## config.mk

```make
export PLATFORM = sky130hd
export DESIGN_NAME = sipo_stream
export DESIGN_NICKNAME = d
export VERILOG_FILES = /design/src/rtl/sipo_stream.sv
export SDC_FILE = /design/constraint.sdc
export NUM_CORES = 1
export LEC_CHECK = 0
export ABC_AREA = 1
export CAP_MARGIN = 20
export CORE_ASPECT_RATIO = 1.2
export CORE_MARGIN = 1.5
export CORE_UTILIZATION = 40
export DETAILED_ROUTE_END_ITERATION = 7
export HOLD_SLACK_MARGIN = 0.06
export PLACE_DENSITY = 0.72
export SETUP_SLACK_MARGIN = 0.05
export SYNTH_ARGS = -nofsm -noshare
export SYNTH_HDL_FRONTEND = slang
export SYNTH_SLANG_ARGS = --single-unit
```

## constraint.sdc

```tcl
create_clock -name clk -period 2.92 [get_ports clk]
set_input_delay 0.292 -clock clk [delete_from_list [all_inputs] [get_ports clk]]
set_output_delay 0.292 -clock clk [all_outputs]
set_load 0.01 [all_outputs]
```

## src/rtl/sipo_stream.sv

```systemverilog
// sipo_stream
// Parametrised serial-in/parallel-out deserialiser. Serial bits are sampled on
// an internal clock-enable tick (prescaled from clk by DIV), collected into a
// WIDTH-bit word and handed to the consumer on a registered valid/ready port.
// A word completed before the previous one was accepted overwrites it and sets
// the sticky overrun flag.
//
// Optional feature macro: SIPO_PARITY_EN
//    When defined, each frame carries one trailing even-parity bit after the
//    data bits. The parity bit is not stored in po; parity_err reports the
//    check result for the word currently in po.
//
// Parameters:
//    WIDTH      word width in bits (2..32)
//    DIV        sample tick every DIV enabled clocks (1 = every cycle)
//    MSB_FIRST  0: first bit lands in po[0]; 1: first bit lands in po[WIDTH-1]
//
// Ports:
//    clk         system clock, all state on rising edge
//    clr_n       asynchronous active-low reset
//    en          sampling enable (also gates the prescaler)
//    si          serial data, sampled on tick
//    po          last completed word
//    po_valid    po holds an unconsumed word
//    po_ready    consumer accepts po when po_valid && po_ready
//    busy        partial word in progress
//    overrun     sticky, a word was overwritten before acceptance
//    parity_err  (SIPO_PARITY_EN only) parity result for current po

module sipo_stream #(
   parameter int WIDTH     = 8,
   parameter int DIV       = 1,
   parameter int MSB_FIRST = 0
) (
   input  logic             clk,
   input  logic             clr_n,
   input  logic             en,
   input  logic             si,
   output logic [WIDTH-1:0] po,
   output logic             po_valid,
   input  logic             po_ready,
   output logic             busy,
   output logic             overrun
`ifdef SIPO_PARITY_EN
   ,
   output logic             parity_err
`endif
);

`ifdef SIPO_PARITY_EN
   localparam int FRAME = WIDTH + 1;
`else
   localparam int FRAME = WIDTH;
`endif
   localparam int DW = (DIV > 1) ? $clog2(DIV) : 1;
   localparam int CW = $clog2(FRAME);
   localparam logic [DW-1:0] DIV_LAST = DW'(DIV - 1);
   localparam logic [CW-1:0] CNT_LAST = CW'(FRAME - 1);

   typedef enum logic {
      IDLE,
      SHIFT
   } state_t;

   state_t           state_q, state_d;
   logic [DW-1:0]    div_cnt_q, div_cnt_d;
   logic [CW-1:0]    bit_cnt_q, bit_cnt_d;
   logic [WIDTH-1:0] sh_q, sh_d;
   logic [WIDTH-1:0] po_q, po_d;
   logic             po_valid_q, po_valid_d;
   logic             overrun_q, overrun_d;
   logic             tick;
   logic             dataTick;
   logic             lastTick;
   logic [WIDTH-1:0] shifted;
   logic [WIDTH-1:0] word;
`ifdef SIPO_PARITY_EN
   logic             parity_q, parity_d;
`endif

   // Prescaler and shift datapath. Dropping en restarts the prescaler phase
   // but leaves the partial frame (bit_cnt, sh) untouched.
   always_comb begin
      tick      = en && (div_cnt_q == DIV_LAST);
      div_cnt_d = div_cnt_q + DW'(1);
      if (!en || tick) begin
         div_cnt_d = '0;
      end

      lastTick = tick && (bit_cnt_q == CNT_LAST);
`ifdef SIPO_PARITY_EN
      // The parity tick samples si for the check only; sh keeps the data bits.
      dataTick = tick && (bit_cnt_q != CW'(WIDTH));
`else
      dataTick = tick;
`endif

      if (MSB_FIRST != 0) begin
         shifted = {sh_q[WIDTH-2:0], si};
      end else begin
         shifted = {si, sh_q[WIDTH-1:1]};
      end
      sh_d = dataTick ? shifted : sh_q;

      bit_cnt_d = bit_cnt_q;
      if (tick) begin
         bit_cnt_d = lastTick ? '0 : bit_cnt_q + CW'(1);
      end

`ifdef SIPO_PARITY_EN
      word     = sh_q;
      parity_d = lastTick ? ((^sh_q) ^ si) : parity_q;
`else
      // Completion happens on the final data tick, so include that bit now.
      word = shifted;
`endif
   end

   // Output handshake: a completing word always wins (newest data), and
   // overrun is only raised when the old word was not taken on this edge.
   always_comb begin
      po_d       = lastTick ? word : po_q;
      po_valid_d = lastTick | (po_valid_q & ~po_ready);
      overrun_d  = overrun_q | (lastTick & po_valid_q & ~po_ready);
   end

   // Frame state: IDLE means no bits collected yet.
   always_comb begin
      state_d = state_q;
      case (state_q)
         IDLE:    if (tick)     state_d = SHIFT;
         SHIFT:   if (lastTick) state_d = IDLE;
         default: state_d = IDLE;
      endcase
   end

   always_ff @(posedge clk or negedge clr_n) begin
      if (!clr_n) begin
         state_q    <= IDLE;
         div_cnt_q  <= '0;
         bit_cnt_q  <= '0;
         sh_q       <= '0;
         po_q       <= '0;
         po_valid_q <= 1'b0;
         overrun_q  <= 1'b0;
`ifdef SIPO_PARITY_EN
         parity_q   <= 1'b0;
`endif
      end else begin
         state_q    <= state_d;
         div_cnt_q  <= div_cnt_d;
         bit_cnt_q  <= bit_cnt_d;
         sh_q       <= sh_d;
         po_q       <= po_d;
         po_valid_q <= po_valid_d;
         overrun_q  <= overrun_d;
`ifdef SIPO_PARITY_EN
         parity_q   <= parity_d;
`endif
      end
   end

   assign po       = po_q;
   assign po_valid = po_valid_q;
   assign overrun  = overrun_q;
   assign busy     = (state_q == SHIFT);
`ifdef SIPO_PARITY_EN
   assign parity_err = parity_q;
`endif

endmodule

```

==> flow_summary.yaml, run 1 <==
finish:
  layout.nets: 122
  drive_gt1_frac: 0.08772
  num_antenna_cells: 0
  layout_commonest_cell: "nand2_1"
  area_growth_pct: 22.96
  final_cell_mix: "nand2_1 (37), dfrtp_1 (22), clkdlybuf4s50_1 (15)"
synth:
  post_synth_instance_area_um2: 937.1
  synth_cell_types: 15
  netlist_instances: 98
  synth_area_per_cell_um2: 9.563
  ys_seq_elements: 22
  syn_nets: 105
  seq_area_frac_synth: 0.5874
  yosysWarnings: 0
worst_hold_path:
  hold_path_class: "input pin to asynchronous set/reset pin"
clock_network:
  path_clk_slew_ps: 120
  postCtsSetupBuffers: 0
  cts_tree: "done"
  h-tree-depth: 1
  hold_buffers: 0
  clockBufferDepth: 2
  cts_resized: 0
  clock-sinks: 22
  clock_latency_ps: 300
  cts-root-buf: "clkbuf_4"
  cts_buffers: 3
sta:
  hold_violations: 0
  setup_violations: 0
  post-route-period-util: 0.5198
  post-route-min-period_ps: 1518
  fin_tns_setup_ps: 0
  rsz0062_at_grt: "false"
  slew_viol_final: 0
  max_freq_mhz: 658.9
  fin_worst_skew_ps: 1.084
pwr:
  power_switching_mw: 0.2917
  leakage_nw: 0.5805
  fin_total_pwr_mw: 0.9341
  power.density_nw_per_um2: 810.6
  seqPwrFrac: 0.483
  clkPwrFrac: 0.176
  p_int_mw: 0.6424
  swShare: 0.3123
  power_frac_comb: 0.342
  ir_worst_vdd_mv: 0.3183
setup_path:
  r2r_cells: 5
  crit_fanout: 3
  critPathTopFamily: "buffers and inverters"
  critPathLaunchType: "flip-flop"
  critPathKind: "flip-flop to primary output"
  crit_cells: 1
  worstSetupEndpointType: "primary output"
  max_stage_delay_ps: 540
  path_cells: "clkdlybuf4s50_1"
  path_buf_inv: 1
  timing.critical_path.arrival_ps: 1230
  critPathSlowestCell: "clkdlybuf4s50_1"
  required_ps: 2630
die:
  die_y_um: 56.02
  start_util: 0.4150
  ios: 16
  die_w_um: 47.19
  die_area_um2: 2643
  fp-row-count: 19
  core-area_um2: 2258
global_route:
  grt_util_all_layers: 0.1483
  grt_pass1_wl_mm: 2.766
  gr-total-overflow: 0
  grt_max_degree: 23
  grt_pass1_vias: 661
  antenna_found_initial: 0
route:
  vias: 669
  drc: 0
  via_per_inst: 4.614
  routed_wirelength_mm: 1.510
  drt-wirelength-per-cell_um: 10.41
  drt_iter0_drc: 8
  first_pass_iters: 4
  antenna_left: 0
place:
  gp_congestion: 0.7205
  io_buffers: 15
  dp_hpwl_mm: 1.089
run:
  maxCapViolations: 0
status:
  run_status: "finished, final reports clean"
synthesized netlist by cell type, drive strengths merged:
| master | n | area share |
|---|---|---|
| ha | 2 | 0.027 |
| conb | 1 | 0.0040 |
| buf | 4 | 0.040 |
| o21ai | 6 | 0.032 |
| o21bai | 1 | 0.020 |
| nand4 | 8 | 0.053 |
| nor2 | 5 | 0.023 |
| inv | 10 | 0.040 |
| dfrtp | 22 | 0.59 |
| nand3 | 1 | 0.019 |
| nand2 | 38 | 0.15 |
final cells by class:
class / count / area, µm²
inverters: 10 / 37.54
flip-flops and latches: 22 / 550.5
clock buffers: 4 / 36.28
repair buffers: 16 / 177.7
multi-input cells: 62 / 311.5
well taps: 31 / 38.79
fillers: 212 / 1106
power by group through the flow:
stage / clock network, mW / logic (mW) / registers, mW
after CTS: 0.169 / 0.319 / 0.451
after global routing: 0.182 / 0.365 / 0.462
after detailed placement: 0 / 0.318 / 0.457
after floorplan: 0 / 0.145 / 0.479
after global placement: 0 / 0.307 / 0.453
final: 0.164 / 0.319 / 0.451
path summary, 6_finish.rpt:
kind                                   start    end  slack [ps]
worst max-delay path                    busy   busy        1400
worst min register to register         po[6]  po[6]         480
min in group clk                       po[6]  po[6]         480
worst min-delay path                   clr_n  po[2]         200
max in group asynchronous              clr_n  po[4]        2360
worst max register to register  bit_cnt_q[0]  po[5]        1470
through the flow:
step / worst slack, ps / std cells / util / cell area, µm² / hold WS, ps
final: 1402 / 145 / 0.5102 / 1152 / 196.4
after global routing: 1322 / 145 / 0.5102 / 1152 / 179.2
after CTS: 1393 / 144 / 0.4981 / 1125 / 487.1
after detailed placement: 1207 / 140 / 0.4820 / 1089 / 458.3
after global placement: 1236 / 140 / 0.4820 / 1089 / 454.6
after floorplan: 1684 / 98 / - / 937.1 / -3.591
logic make-up after synthesis:
family,share of synthesized area
simple gates,0.2497
flops,0.5875
buf+inv,0.08009
compound gates,0.05207
fa+ha+maj,0.02670
other cells,0.004001
routing by layer:
metal	global-route usage	up-vias	part of all wire
met2	0.2309	17	0.48
met5	0	-	0
met1	0.1772	309	0.46
met4	0.09524	0	0.032
met3	0.02922	5	0.025
li1	-	338	-
sequential cells by signal (all words and copies together), names as in the netlist:
| signal | cells |
|---|---|
| overrun | 1 |
| bit_cnt_q | 3 |
| po_valid | 1 |
| po | 8 |
| sh_q | 7 |
| busy | 1 |
| div_cnt_q | 1 |
Note: power is estimated with default switching activity, not from simulation.
==> inputs of run 2 (changes only) <==
PLACE_DENSITY = 0.74   (was 0.72)
clock period = 1.2 ns   (was 2.92 ns; I/O delays follow)
==> flow_summary.yaml, run 2 (synthesis results as in run 1) <==
die:
  ios: 16
  die_area_um2: 2643
  core-area_um2: 2258
  start_util: 0.4150
  die_w_um: 47.19
  die_y_um: 56.02
  fp-row-count: 19
clock_network:
  clock_latency_ps: 310
  cts-root-buf: "clkbuf_4"
  hold_buffers: 0
  clock-sinks: 22
  cts_tree: "done"
  h-tree-depth: 1
  path_clk_slew_ps: 120
  cts_buffers: 3
  clockBufferDepth: 2
global_route:
  grt_max_degree: 23
  antenna_found_initial: 0
  grt_pass1_wl_mm: 3.022
  grt_util_all_layers: 0.1611
  grt_pass1_vias: 709
  gr-total-overflow: 0
setup_path:
  worstSetupEndpointType: "flip-flop"
  path_cells: "ha_2, ha_4, buf_12, nand4_1, nand2_1"
  crit_fanout: 8
  path_buf_inv: 1
  max_stage_delay_ps: 410
  timing.critical_path.arrival_ps: 1410
  critPathSlowestCell: "dfrtp_1"
  critPathLaunchType: "flip-flop"
  required_ps: 1410
  critPathTopFamily: "adder cells"
  critPathKind: "flip-flop to flip-flop"
finish:
  nFillCells: 204
  final_cell_mix: "nand2_1 (35), dfrtp_1 (22), buf_4 (15)"
  layout.nets: 139
  num_antenna_cells: 0
  drive_gt1_frac: 0.2443
  largest_reg_flops: 8
  area_growth_pct: 38.59
  layout_commonest_cell: "nand2_1"
route:
  drt_iter0_drc: 11
  first_pass_iters: 4
  routed_wirelength_mm: 1.778
  vias: 733
  drt-wirelength-per-cell_um: 10.98
  via_per_inst: 4.525
  antenna_left: 0
  drc: 0
sta:
  hold_violations: 0
  fin_worst_skew_ps: 2.565
  setup_slack_ps: -1.625
  post-route-period-util: 1.001
  slew_viol_final: 0
  rsz0062_at_grt: "true"
  post-route-min-period_ps: 1202
  setup_violations: 1
  max_freq_mhz: 832.2
status:
  failed_checks: "setup timing"
  run_status: "finished with violations"
place:
  dp_slack_ps: -4.703
  io_buffers: 15
  gp_congestion: 0.7522
  dp_hpwl_mm: 1.128
run:
  maxCapViolations: 0
pwr:
  power.density_nw_per_um2: 1961
  ir_worst_vdd_mv: 0.8374
  leakage_nw: 0.6851
  fin_total_pwr_mw: 2.547
worst_hold_path:
  hold_path_class: "input pin to asynchronous set/reset pin"
## run 2: area by class of cell
| class | count | area [µm²] | share of cell area |
|---|---|---|---|
| multi-input cells | 63 | 349.1 | 0.2688 |
| inverters | 10 | 40.04 | 0.03083 |
| clock buffers | 4 | 36.28 | 0.02794 |
| repair buffers | 32 | 284.0 | 0.2187 |
| well taps | 31 | 38.79 | 0.02987 |
| flip-flops and latches | 22 | 550.5 | 0.4239 |
## run 2: final timing paths
path	start	end	cells after the start	slack [ps]
setup / recovery	bit_cnt_q[0]	po[4]	5	-2
hold / removal	clr_n	po[0]	2	140
setup reg to reg	bit_cnt_q[0]	po[4]	5	-2
hold reg to reg	po[1]	po[1]	2	490
max in group asynchronous	clr_n	busy	2	840
min in group clk	si	sh_q[7]	3	430
## run 2: timing repair
action                     CTS  global route
hold endpoints to repair     0             0
pin swaps                    8             7
buffers inserted             4             8
setup endpoints to repair   23            24
resized for setup           13             7
gates cloned                 1             0
## run 2: routing by layer
metal,part of all wire,track usage,vias to the layer above
li1,-,-,376
met1,0.43,0.2013,337
met2,0.50,0.2485,15
met3,0.033,0.02922,5
met4,0.028,0.09524,0
met5,0,0,-
## run 2: power by group
group	internal, mW	total [mW]	leakage [nW]	switching (mW)
logic	0.584	1.04	0.383	0.461
clock network	0.185	0.405	0.0210	0.219
registers	0.966	1.10	0.281	0.131
total	1.74	2.55	0.685	0.812
## run 2: through the flow
stage	instance area (µm²)	TNS (ps)	utilization	cells	hold WS (ps)
2_1_floorplan	955.9	0	-	98	-175.6
3_3_place_gp	1141	0	0.5053	145	454.0
3_5_place_dp	1141	-8.222	0.5053	145	457.6
4_1_cts	1227	0	0.5435	154	143.2
5_1_grt	1299	-210.7	0.5751	162	165.9
6_report	1299	-1.625	0.5751	162	144.2
==> inputs of run 3 (changes only) <==
DONT_BUFFER_PORTS = 1   (was default)
PLACE_DENSITY = 0.63   (was 0.74)
clock period = 1.18 ns   (was 1.2 ns; I/O delays follow)
==> flow_summary.yaml, run 3 (synthesis results as in run 1) <==
finish:
  drive_gt1_frac: 0.1698
  largest_reg_flops: 8
  num_antenna_cells: 0
  layout_commonest_cell: "nand2_1"
  final_cell_mix: "nand2_1 (35), dfrtp_1 (22), inv_1 (9)"
  utilization: 0.4814
  layout.nets: 114
  area_growth_pct: 16.02
sta:
  slew_viol_final: 0
  post-route-min-period_ps: 1191
  post-route-period-util: 1.009
  setup_slack_ps: -10.71
  max_freq_mhz: 839.8
  maxSlewHeadroom: 0.3543
  hold_violations: 8
  setup_violations: 4
  worstMarginPinSlew_ps: 968.5
  fin_hold_ws_ps: -49.25
  fin_worst_skew_ps: 0.6616
  rsz0062_at_grt: "true"
pwr:
  power.density_nw_per_um2: 2047
  leakage_nw: 0.5627
  ir_worst_vdd_mv: 0.8549
die:
  die_y_um: 56.02
  fp-row-count: 19
  die_w_um: 47.19
  ios: 16
  start_util: 0.4150
  die_area_um2: 2643
  core-area_um2: 2258
setup_path:
  rr_endpoint: "po[3]"
  path_buf_inv: 1
  crit_fanout: 6
  critPathTopFamily: "flip-flops"
  cpMostUsedCell: "ha_4"
  startpoint: "bit_cnt_q[1]"
  r2r_cells: 5
  max_stage_delay_ps: 450
  critPathLaunchType: "flip-flop"
  required_ps: 1390
  path_cells: "ha_4, ha_4, buf_4, nand4_1, nand2_1"
  worstSetupEndpointType: "flip-flop"
  critPathKind: "flip-flop to flip-flop"
  r2r-start: "bit_cnt_q[1]"
  critPathSlowestCell: "dfrtp_1"
  rrSetupSlack_ps: -10
  timing.critical_path.arrival_ps: 1400
clock_network:
  clockBufferDepth: 2
  cts_buffers: 3
  h-tree-depth: 1
  clock-sinks: 22
  cts-root-buf: "clkbuf_4"
  clock_latency_ps: 300
  cts_tree: "done"
  hold_buffers: 3
  path_clk_slew_ps: 120
run:
  maxCapViolations: 0
route:
  first_pass_iters: 4
  routed_wirelength_mm: 1.701
  drt_iter0_drc: 10
  vias: 676
  drc: 0
  via_per_inst: 4.934
  drt-wirelength-per-cell_um: 12.42
  antenna_left: 0
global_route:
  grt_util_all_layers: 0.1440
  grt_max_degree: 23
  grt_pass1_wl_mm: 2.746
  grt_pass1_vias: 678
  gr-total-overflow: 0
  antenna_found_initial: 0
worst_hold_path:
  min_to: "po[7]"
  hold_start: "en"
  hold_path_class: "input pin to flip-flop"
  hold_depth: 2
status:
  failed_checks: "hold timing, setup timing"
  run_status: "finished with violations"
place:
  io_buffers: 0
  dp_hpwl_mm: 1.160
  gp_congestion: 0.7182
## run 3: cell count changes in the layout (fill, tap and decap cells not counted), sizes merged
cell | before | now
clkdlybuf4s15 | 3 | 0
buf | 17 | 5
dlymetal6s4s | 0 | 1
nand3 | 2 | 1
dlygate4sd3 | 0 | 2
clkdlybuf4s50 | 4 | 0
dlygate4sd2 | 8 | 0
## run 3: cell type report
type	count	area, µm²
clock buffers	4	36.28
fillers	213	1171
inverters	10	37.54
multi-input cells	62	341.6
flip-flops and latches	22	550.5
well taps	31	38.79
repair buffers	8	82.58
## run 3: worst max-delay path by stage
stage	to	slack, ps	depth (start not counted)
floorplan	bit_cnt_q[0]	60	6
global placement	po[3]	10	5
detailed placement	po[6]	-40	5
CTS	po[6]	5	5
global route	po[5]	-60	5
finish	po[3]	-10	5
## run 3: per-layer routing
layer,track usage,vias to the layer above,wire (µm)
met3,0.02922,7,58
met1,0.1626,330,733
li1,-,322,-
met4,0.07143,0,57
met2,0.2427,17,852
met5,0,-,0
## run 3: what timing repair did
item | in CTS | in global routing
pin swaps | 0 | 4
setup buffers | 3 | 0
endpoints found under the setup margin | 13 | 35
hold endpoints to repair | 33 | 10
gates resized for setup | 0 | 4
## run 3: per-stage QoR
step | total power [mW] | TNS (ps) | worst slack, ps | cell area (µm²) | cells
after floorplan | 1.591 | 0 | 57.71 | 955.9 | 98
after global placement | 1.667 | 0 | 12.98 | 980.9 | 127
after detailed placement | 1.707 | -224.7 | -36.26 | 980.9 | 127
after CTS | 2.174 | 0 | 5.156 | 1070 | 137
after global routing | 2.382 | -360.1 | -59.90 | 1087 | 137
final | 2.225 | -26.17 | -10.71 | 1087 | 137
## run 3: worst reg2reg max path, stage by stage, from the launching register on
cell and delay [ps]:
dfrtp_1 450, ha_4 190, ha_4 180, buf_4 140, nand4_1 90, nand2_1 60
## run 3: power by group
part / internal [mW] / leakage, nW / switching [mW]
clock network: 0.188 / 0.0210 / 0.225
registers: 0.983 / 0.281 / 0.256
logic: 0.290 / 0.261 / 0.282
